File: src/rtl/imem_loader_if.sv
// Byte-stream, memory-write and control/status signals between the loader and its host.
// The loader takes the slave view; the host (programmer + instruction memory) takes the master view.
interface imem_loader_if #(
  parameter int n      = 32,
  parameter int ADDR_W = 6
);
  logic              start;
  logic [6:0]        word_count;
  logic              abort;
  logic              in_valid;
  logic [7:0]        in_data;
  logic              in_ready;
  logic              wr_en;
  logic [ADDR_W-1:0] wr_addr;
  logic [n-1:0]      wr_data;
  logic              cpu_hold;
  logic              busy;
  logic              done;
  logic [n-1:0]      checksum;

  modport master (
    output start, word_count, abort, in_valid, in_data,
    input  in_ready, wr_en, wr_addr, wr_data, cpu_hold, busy, done, checksum
  );

  modport slave (
    input  start, word_count, abort, in_valid, in_data,
    output in_ready, wr_en, wr_addr, wr_data, cpu_hold, busy, done, checksum
  );
endinterface

File: src/rtl/imem_loader.sv
// Serial instruction-memory loader: packs little-endian bytes into 32-bit words, writes them
// from address 0 upward, holds the core while loading and reports an XOR checksum at the end.
//
// state    | meaning
// ST_IDLE  | waiting for start; core released
// ST_RECV  | accepting bytes of the current word
// ST_WRITE | one-cycle write strobe of the assembled word
// ST_DONE  | one-cycle done pulse; checksum valid
module imem_loader #(
  parameter int n      = 32,
  parameter int ADDR_W = 6,
  parameter int DEPTH  = 64
) (
  input logic           clk,
  input logic           rst,
  imem_loader_if.slave  bus
);

  typedef enum logic [1:0] {
    ST_IDLE,
    ST_RECV,
    ST_WRITE,
    ST_DONE
  } state_t;

  state_t            state, state_nxt;
  logic [1:0]        byte_idx;
  logic [23:0]       byte_buf;
  logic [6:0]        word_cnt;
  logic [6:0]        cnt_clamp;
  logic [ADDR_W-1:0] wr_addr_q;
  logic [n-1:0]      wr_data_q;
  logic [n-1:0]      checksum_q;
  logic              in_ready_q;
  logic              wr_en_q;
  logic              cpu_hold_q;
  logic              busy_q;
  logic              done_q;
  logic              accept;

  assign cnt_clamp = (bus.word_count > 7'(DEPTH)) ? 7'(DEPTH) : bus.word_count;
  assign accept    = bus.in_valid && in_ready_q;

  always_comb begin
    state_nxt = state;
    case (state)
      ST_IDLE: begin
        if (bus.start) state_nxt = (cnt_clamp == 7'd0) ? ST_DONE : ST_RECV;
      end
      ST_RECV: begin
        if (bus.abort) state_nxt = ST_IDLE;
        else if (accept && byte_idx == 2'd3) state_nxt = ST_WRITE;
      end
      ST_WRITE: begin
        // the write of this cycle completes regardless of abort
        if (bus.abort) state_nxt = ST_IDLE;
        else if (word_cnt == 7'd1) state_nxt = ST_DONE;
        else state_nxt = ST_RECV;
      end
      ST_DONE: state_nxt = ST_IDLE;
      default: state_nxt = ST_IDLE;
    endcase
  end

  always_ff @(posedge clk or negedge rst) begin
    if (!rst) begin
      state      <= ST_IDLE;
      byte_idx   <= 2'd0;
      byte_buf   <= 24'd0;
      word_cnt   <= 7'd0;
      wr_addr_q  <= '0;
      wr_data_q  <= '0;
      checksum_q <= '0;
      in_ready_q <= 1'b0;
      wr_en_q    <= 1'b0;
      cpu_hold_q <= 1'b0;
      busy_q     <= 1'b0;
      done_q     <= 1'b0;
    end else begin
      state      <= state_nxt;
      // outputs are decoded from the next state so they line up with the state register
      in_ready_q <= (state_nxt == ST_RECV);
      wr_en_q    <= (state_nxt == ST_WRITE);
      cpu_hold_q <= (state_nxt == ST_RECV) || (state_nxt == ST_WRITE);
      busy_q     <= (state_nxt == ST_RECV) || (state_nxt == ST_WRITE);
      done_q     <= (state_nxt == ST_DONE);

      case (state)
        ST_IDLE: begin
          if (bus.start) begin
            word_cnt   <= cnt_clamp;
            wr_addr_q  <= '0;
            byte_idx   <= 2'd0;
            checksum_q <= '0;
          end
        end
        ST_RECV: begin
          if (bus.abort) begin
            byte_idx <= 2'd0;
          end else if (accept) begin
            if (byte_idx == 2'd3) begin
              wr_data_q <= {bus.in_data, byte_buf};
              byte_idx  <= 2'd0;
            end else begin
              byte_buf[{byte_idx, 3'b000} +: 8] <= bus.in_data;
              byte_idx <= byte_idx + 2'd1;
            end
          end
        end
        ST_WRITE: begin
          checksum_q <= checksum_q ^ wr_data_q;
          word_cnt   <= word_cnt - 7'd1;
          wr_addr_q  <= wr_addr_q + ADDR_W'(1);
        end
        default: ;
      endcase
    end
  end

  assign bus.in_ready = in_ready_q;
  assign bus.wr_en    = wr_en_q;
  assign bus.wr_addr  = wr_addr_q;
  assign bus.wr_data  = wr_data_q;
  assign bus.cpu_hold = cpu_hold_q;
  assign bus.busy     = busy_q;
  assign bus.done     = done_q;
  assign bus.checksum = checksum_q;

endmodule

File: src/flat_wrapper.sv
// flat-port wrapper written by rule: the top's interface ports become plain ports
module imem_loader_flat 
#(
  parameter int n      = 32,
  parameter int ADDR_W = 6,
  parameter int DEPTH  = 64
)
  (clk, rst, bus_start, bus_word_count, bus_abort, bus_in_valid, bus_in_data, bus_in_ready, bus_wr_en, bus_wr_addr, bus_wr_data, bus_cpu_hold, bus_busy, bus_done, bus_checksum);
  imem_loader_if #(.n(n), .ADDR_W(ADDR_W)) bus_i ();
  input logic clk;
  input logic rst;
  input wire logic [$bits(bus_i.start)-1:0] bus_start;
  input wire logic [$bits(bus_i.word_count)-1:0] bus_word_count;
  input wire logic [$bits(bus_i.abort)-1:0] bus_abort;
  input wire logic [$bits(bus_i.in_valid)-1:0] bus_in_valid;
  input wire logic [$bits(bus_i.in_data)-1:0] bus_in_data;
  output wire logic [$bits(bus_i.in_ready)-1:0] bus_in_ready;
  output wire logic [$bits(bus_i.wr_en)-1:0] bus_wr_en;
  output wire logic [$bits(bus_i.wr_addr)-1:0] bus_wr_addr;
  output wire logic [$bits(bus_i.wr_data)-1:0] bus_wr_data;
  output wire logic [$bits(bus_i.cpu_hold)-1:0] bus_cpu_hold;
  output wire logic [$bits(bus_i.busy)-1:0] bus_busy;
  output wire logic [$bits(bus_i.done)-1:0] bus_done;
  output wire logic [$bits(bus_i.checksum)-1:0] bus_checksum;
  assign bus_i.start = bus_start;
  assign bus_i.word_count = bus_word_count;
  assign bus_i.abort = bus_abort;
  assign bus_i.in_valid = bus_in_valid;
  assign bus_i.in_data = bus_in_data;
  assign bus_in_ready = bus_i.in_ready;
  assign bus_wr_en = bus_i.wr_en;
  assign bus_wr_addr = bus_i.wr_addr;
  assign bus_wr_data = bus_i.wr_data;
  assign bus_cpu_hold = bus_i.cpu_hold;
  assign bus_busy = bus_i.busy;
  assign bus_done = bus_i.done;
  assign bus_checksum = bus_i.checksum;
  imem_loader #(.n(n), .ADDR_W(ADDR_W), .DEPTH(DEPTH)) u_core (.clk(clk), .rst(rst), .bus(bus_i));
endmodule
File: config.mk
export PLATFORM = sky130hd
export DESIGN_NAME = imem_loader_flat
export DESIGN_NICKNAME = d
export VERILOG_FILES = /design/src/rtl/imem_loader_if.sv /design/src/rtl/imem_loader.sv /design/src/flat_wrapper.sv
export SDC_FILE = /design/constraint.sdc
export NUM_CORES = 1
export LEC_CHECK = 0
export BUFFER_PORTS_ARGS = -buffer_cell sky130_fd_sc_hd__buf_2
export CORE_ASPECT_RATIO = 0.7
export CORE_MARGIN = 2
export CORE_UTILIZATION = 59
export DETAILED_ROUTE_END_ITERATION = 6
export MAX_ROUTING_LAYER = met4
export PLACE_DENSITY = 0.84
export SLEW_MARGIN = 25
export SYNTH_ARGS = -nofsm -noshare
export SYNTH_HDL_FRONTEND = slang
export SYNTH_SLANG_ARGS = --single-unit
File: constraint.sdc
create_clock -name clk -period 3.4 [get_ports clk]
set_input_delay 0.68 -clock clk [delete_from_list [all_inputs] [get_ports clk]]
set_output_delay 0.68 -clock clk [all_outputs]
set_load 0.1 [all_outputs]
==> results of run 1 <==
==> layer usage <==
layer | track usage, % | vias to the layer above | part of all wire, %
met2 | 40.8 | 130 | 46
met3 | 5.28 | 22 | 6.3
met5 | - | - | 0
li1 | - | 1686 | -
met4 | 6.95 | 0 | 1.4
met1 | 37.6 | 1841 | 47
==> worst paths after layout <==
kind,slack (ns),end,start
setup reg to reg,0.86,u_core.bus.cpu_hold,u_core.state[0]
hold / removal,0.37,u_core.bus.wr_addr[5],rst
max in group asynchronous,2.31,u_core.bus.wr_data[31],rst
hold reg to reg,0.48,u_core.bus.wr_addr[5],u_core.bus.wr_addr[5]
min in group clk,0.48,u_core.bus.wr_addr[5],u_core.bus.wr_addr[5]
setup / recovery,0.86,u_core.bus.cpu_hold,u_core.state[0]
==> kinds of logic after synthesis <==
kind of cell	Yosys count	share of synthesized area, %
AOI/OAI and AO/OA	59	6.83
adders and majority gates	11	2.81
buffers and inverters	52	4.65
DFF	109	55.7
muxes	59	12.9
and+or+nand+nor	139	17.1
==> worst register-to-register path, cell delays in order, from the launching register on <==
cell     delay, ns
dfrtp_1       0.63
buf_4         0.34
nor4b_1       0.73
nand3_1       0.21
and3_1        0.22
ha_1          0.28
inv_1         0.04
==> registers in the layout, indices dropped and copies added (netlist names) <==
name,count
u_core.bus.checksum,32
u_core.bus.wr_data,32
u_core.byte_buf,24
u_core.word_cnt,7
u_core.bus.wr_addr,6
u_core.byte_idx,2
u_core.state,2
u_core.bus.cpu_hold,1
u_core.bus.done,1
u_core.bus.in_ready,1
u_core.bus.wr_en,1
==> power by group <==
group / switching (uW) / internal, uW / total [uW]
Combinational: 700 / 260 / 960
Clock: 448 / 637 / 1090
Sequential: 171 / 1500 / 1680
==> area by class of cell <==
cell class | count | area [sq um] | share of cell area, %
clock buffer | 10 | 229 | 3.97
clock inverter | 4 | 75.1 | 1.30
inverter | 32 | 120 | 2.09
multi-input combinational | 268 | 1940 | 33.8
sequential | 109 | 2730 | 47.4
tap | 101 | 126 | 2.19
timing repair buffer | 101 | 538 | 9.34
==> stage by stage <==
stage | utilization [%] | setup WS (ns) | area, sq um
after floorplan | - | 1.14 | 4890
after global placement | 68.4 | 1.10 | 5450
after detailed placement | 68.4 | 0.988 | 5450
after CTS | 72.2 | 0.929 | 5760
after global routing | 72.3 | 0.687 | 5760
final | 72.3 | 0.863 | 5760
==> placed cells by master, fill, tap and decap left out, types with 2 or more instances in the layout <==
| cell type | synthesis | layout |
|---|---|---|
| dfrtp_1 | 109 | 109 |
| buf_2 | 2 | 93 |
| o21ai_0 | 39 | 39 |
| nand3_1 | 38 | 38 |
| nand2_1 | 34 | 34 |
| inv_1 | 32 | 32 |
| mux2_2 | 32 | 32 |
| nand3b_1 | 32 | 32 |
| mux2i_1 | 27 | 27 |
| ha_1 | 11 | 11 |
| clkbuf_16 | 0 | 9 |
| a21oi_1 | 8 | 8 |
| buf_4 | 2 | 7 |
| nor2_1 | 5 | 5 |
| or3_1 | 3 | 3 |
| nor2b_1 | 3 | 3 |
| nor3b_1 | 4 | 3 |
| nand3_2 | 3 | 3 |
| nor4b_1 | 2 | 2 |
| nand2b_1 | 2 | 2 |
| or3b_1 | 2 | 2 |
| nor3b_4 | 2 | 2 |
| and3b_1 | 2 | 2 |
| a211oi_1 | 2 | 2 |
| clkinvlp_4 | 0 | 2 |
| bufinv_16 | 0 | 2 |
==> reports/qor.csv, run 1 <==
stage,metric,value,unit
timing,clock_skew,0.00726,ns
synth,synth_area_leader_cell,dfrtp_1,
drt,drt_iter0_markers,307,
timing,whs,0.367,ns
critical_path,crit_path_end_kind,flop,
synth,synth_common_cells,"109 x dfrtp_1, 39 x o21ai_0, 38 x nand3_1",
synth,yosysSeqAreaShare,55.7,%
drt,routedWlPerCell,17.6,um
timing,hold_viol_final,0,
synth,synth_ff_type,dfrtp_1,
floorplan,die_y,80.2,um
timing,maxSlewHeadroom,42.1,%
critical_path,cp_top_family,simple AND/OR/NAND/NOR gates,
grt,grt_max_degree,59,
placed_design,dp_hpwl,7600,um
layout,final-instance-count-excl-fill,625,
synth,ys_ff_latch,109,
power_and_ir_drop,p_total,3720,uW
cts,cts_resized,0,
drt,vias_per_cell,5.89,
critical_path,critical-path-max-stage-delay,0.72,ns
critical_path,crit_arrival,2.78,ns
cts,cts_root_buf,clkbuf_16,
critical_path,r2r_cells,6,
placed_design,gp_congestion,0.951,
synth,yosys_warnings,0,
synth,synth-edff-count,0,
drt,drt_first_pass_iters,7,
layout,diodes,0,
grt,grt_pass1_vias,3590,
synth,syn_avg_cell_area,11.4,sq um
grt,grt_pass1_wl,18200,um
timing,rsz0062_at_grt,no,
cts,cts_tree,yes,
worst_hold_path,hp-class,input port to asynchronous set/reset pin,
critical_path,worstPathRequired,3.65,ns
critical_path,start_kind,flop,
timing,tns,0,ns
grt,grt_usage,26.8,%
synth,synth.distinct_cells,43,
synth,synth_cells,429,
power_and_ir_drop,power_density,646,mW/mm^2
floorplan,coreArea,0.00797,sq mm
timing,fin_crit,2.54,ns
critical_path,crit_slowest_cell,nor4b_1,
grt,grt-ovfl-total,0,
floorplan,die_x,113,um
critical_path,worst-path-max-fanout,25,
synth,synthTopCellsByArea,"dfrtp_1 56%, mux2_2 7.4%, mux2i_1 5.5%",
cts,cts.path.max_buffers,2,
synth,syn_area,0.00489,sq mm
power_and_ir_drop,irDropWorstVdd,0.390,mV
timing,setup_viol,0,
floorplan,io_pins,95,
timing,tightest_slew,0.866,ns
critical_path,crit_type,flop to flop,
drt,vias,3679,
cts,post-cts-setup-buffer-count,0,
power_and_ir_drop,p_leak,0.00307,uW
flow_run,cap_viol_max_count,0,
critical_path,path_buf_inv,2,
layout,layout.nets,552,
drt,totalWireLength,11000,um
placed_design,dp.cells,611,
floorplan,rows,27,
critical_path,worstPathCellList,"buf_4, nor4b_1, nand3_1, and3_1, ha_1, inv_1",
cts,holdBufCountCts,0,
cts,htree_levels,3,
floorplan,start_util,61.4,%
timing,maxSlewViolCount,0,
synth,synth_most_common_cell,dfrtp_1,
synth,syn_nets,460,
placed_design,portBuffers,94,
grt,antenna_found_initial,0,
synth,yosysTopAreaCellShare,55.7,%
status,status,finished with violations,
status,violations,design-rule violations,
synth,async_flop_share,100,%
drt,drtAntennaViolNets,0,
timing,finalCritPeriodShare,74.6,%
cts,numClockSinks,109,
drt,drc,9,
floorplan,fp.dieArea,0.00905,sq mm
cts,clk_pin_slew,0.07,ns
critical_path,path_depth,6,
timing,max_freq,0.394,GHz
layout,drive_gt1_share,29.4,%
cts,clk-insertion-delay-late,0.35,ns
layout,fillCellCount,572,
cts,cts_buffers,9,
layout,syn2layout_area_growth,17.7,%
(Power assumes the default switching activity.)
==> run 2, diff against run 1 <==
--- a/config.mk
+++ b/config.mk
@@ -5,13 +5,14 @@
 export SDC_FILE = /design/constraint.sdc
 export NUM_CORES = 1
 export LEC_CHECK = 0
+export ABC_AREA = 1
 export BUFFER_PORTS_ARGS = -buffer_cell sky130_fd_sc_hd__buf_2
 export CORE_ASPECT_RATIO = 0.7
 export CORE_MARGIN = 2
-export CORE_UTILIZATION = 59
+export CORE_UTILIZATION = 55
 export DETAILED_ROUTE_END_ITERATION = 6
 export MAX_ROUTING_LAYER = met4
-export PLACE_DENSITY = 0.84
+export PLACE_DENSITY = 0.79
 export SLEW_MARGIN = 25
 export SYNTH_ARGS = -nofsm -noshare
 export SYNTH_HDL_FRONTEND = slang
==> constraint.sdc (replaced) <==
create_clock -name clk -period 2.4 [get_ports clk]
set_input_delay 0.48 -clock clk [delete_from_list [all_inputs] [get_ports clk]]
set_output_delay 0.48 -clock clk [all_outputs]
set_load 0.1 [all_outputs]
==> run 2 against run 1 <==
Compared with the run above:
- wire length increased by 2.4%
- the flow now finishes without violations
- total power grew 40%
- clock power grew 36%
- global-route usage decreased by 2.4 points
- count of clock-buffer cells in the layout is 1 higher
- synthesized cell count increased by 29%
- final area decreased by 0.48%
- critical path depth is 3 higher
- maximum frequency is 36% higher
==> reports/qor.csv, run 2 <==
stage,metric,value,unit
timing,maxSlewViolCount,0,
placed_design,post-place-ws,0.541,ns
layout,final-instance-count-excl-fill,771,
critical_path,cp_top_family,adder cells,
synth,synth.distinct_cells,31,
drt,routedWlPerCell,14.6,um
critical_path,worstPathRequired,2.65,ns
synth,synth_most_common_cell,nand2_1,
synth,yosysSeqAreaShare,55.8,%
timing,rsz0062_at_grt,no,
cts,cts_root_buf,clkbuf_16,
cts,cts_resized,0,
floorplan,fp.dieArea,0.00967,sq mm
floorplan,die_x,117,um
critical_path,crit_slowest_cell,dfrtp_1,
floorplan,io_pins,95,
placed_design,gp_congestion,0.855,
cts,numClockSinks,109,
timing,maxSlewHeadroom,45.6,%
synth,syn_nets,583,
timing,tightest_slew,0.816,ns
grt,antenna_found_initial,0,
power_and_ir_drop,pwr-share-seq,44.0,%
drt,drc,0,
grt,grt_pass1_wl,18100,um
drt,drtAntennaViolNets,0,
timing,clock_skew,0.00912,ns
layout,drive_gt1_share,20.7,%
layout,final_common_cell,nand2_1,
grt,grt_max_degree,66,
grt,grt_usage,24.4,%
drt,vias,4078,
placed_design,portBuffers,94,
cts,post-cts-setup-buffer-count,0,
power_and_ir_drop,p_int,3220,uW
timing,finalCritPeriodShare,77.7,%
power_and_ir_drop,p_clk_share,28.5,%
power_and_ir_drop,power_density,907,mW/mm^2
timing,post-route-worst-setup-slack,0.536,ns
flow_run,cap_viol_max_count,0,
drt,totalWireLength,11300,um
drt,vias_per_cell,5.29,
critical_path,crit_path_end_kind,flop,
timing,tns,0,ns
power_and_ir_drop,pwr-share-comb,27.5,%
synth,yosys_warnings,0,
grt,grt_pass1_vias,3793,
synth,yosysTopAreaCellShare,55.8,%
synth,ys_ff_latch,109,
synth,synth_ff_type,dfrtp_1,
synth,async_flop_share,100,%
timing,max_freq,0.536,GHz
layout,final_core_utilization,67.1,%
floorplan,start_util,57.2,%
timing,setup_viol,0,
synth,syn_avg_cell_area,8.86,sq um
cts,clk_pin_slew,0.08,ns
placed_design,dp.cells,755,
power_and_ir_drop,p_leak,0.00303,uW
layout,diodes,0,
layout,final_cell_mix,"120 x nand2_1, 109 x dfrtp_1, 93 x buf_2",
synth,synthTopCellsByArea,"dfrtp_1 56%, nand2_1 9.2%, o21ai_0 6.0%",
placed_design,dp_hpwl,7940,um
synth,synth_area_leader_cell,dfrtp_1,
cts,cts_buffers,9,
cts,cts_tree,yes,
timing,fin_crit,1.86,ns
synth,syn_area,0.00489,sq mm
cts,htree_levels,3,
status,status,completed,
synth,synth-edff-count,0,
synth,synth_common_cells,"120 x nand2_1, 109 x dfrtp_1, 65 x inv_1",
layout,fillCellCount,715,
timing,hold_viol_final,0,
cts,clk-insertion-delay-late,0.34,ns
grt,grt-ovfl-total,0,
power_and_ir_drop,switching_share,38.0,%
drt,drt_iter0_markers,344,
cts,cts.path.max_buffers,2,
critical_path,worst-path-max-fanout,8,
critical_path,critical-path-max-stage-delay,0.49,ns
timing,whs,0.192,ns
layout,layout.nets,677,
drt,drt_first_pass_iters,5,
critical_path,crit_top_cell,inv_1,
floorplan,die_y,82.9,um
floorplan,rows,28,
critical_path,worstPathCellList,"ha_1, inv_1, nor2_4, nand2_2, a21boi_0, nand2_1, inv_1, ha_1, inv_1",
layout,syn2layout_area_growth,17.2,%
critical_path,path_buf_inv,3,
layout,multiInputGateArea,0.00177,sq mm
critical_path,crit_arrival,2.11,ns
power_and_ir_drop,power.switching,1980,uW
cts,holdBufCountCts,0,
critical_path,crit_type,flop to flop,
critical_path,start_kind,flop,
layout,seq_area,0.00273,sq mm
power_and_ir_drop,irDropWorstVdd,0.934,mV
worst_hold_path,hp-class,input port to asynchronous set/reset pin,
synth,synth_cells,552,
floorplan,coreArea,0.00855,sq mm
[run 2: changes by cell type after synthesis, sizes merged, moves of 4 or more]
cell and change:
nand2 +89, clkbuf -6, nor3 +7, a21oi +33
nand3b -32, nor2 +51, mux2i -27, buf +4
o21ai +31, nor3b -6, inv +35, mux2 -32
[run 2: metal layers]
metal	wire [um]	global-route usage (%)	up-vias
li1	-	-	1960
met1	5140	34.9	1962
met2	5330	36.6	142
met3	664	5.40	14
met4	112	4.60	0
met5	0	-	-
[run 2: cell type report]
class	instances	share of cell area, %
Sequential cell	109	47.6
Inverter	68	4.45
Clock buffer	11	4.41
Clock inverter	5	0.851
Multi-Input combinational cell	357	30.9
Tap cell	120	2.62
Timing Repair Buffer	101	9.17
[run 2: kinds of logic (layout without fill, tap and decap cells)]
family                   after synthesis  after routing  synth area share [%]
adder cells (fa/ha/maj)               11             11                  2.81
XOR/XNOR                               1              1                 0.179
flip-flops                           109            109                  55.8
buffers and inverters                 86            185                  7.96
AO/OA/AOI/OAI                        117            117                  12.7
AND/OR/NAND/NOR                      228            228                  20.6
[run 2: path summary, 6_finish.rpt]
check                                       startpoint                       to  slack, ns  cells past startpoint
worst min register to register  u_core.bus.checksum[9]   u_core.bus.checksum[9]       0.46                      1
worst max-delay path                u_core.byte_idx[0]      u_core.bus.cpu_hold       0.54                      9
worst min-delay path                               rst  u_core.bus.checksum[29]       0.19                      2
worst max register to register      u_core.byte_idx[0]      u_core.bus.cpu_hold       0.54                      9
max in group asynchronous                          rst      u_core.byte_buf[14]       1.54                      2
min in group clk                     bus_word_count[6]       u_core.word_cnt[6]       0.42                      3
[run 2: power by group through the flow]
stage	clock (uW)	sequential [uW]	combinational (uW)
after floorplan	0	2620	770
after global placement	0	2310	1350
after detailed placement	0	2320	1410
after CTS	1500	2290	1420
after global routing	1570	2320	1560
final	1480	2290	1430
[run 2: metrics by stage]
stage / area [sq um] / power, uW
global placement: 5430 / 3660
finish: 5730 / 5200
detailed placement: 5430 / 3720
floorplan: 4890 / 3390
global route: 5730 / 5450
CTS: 5730 / 5210
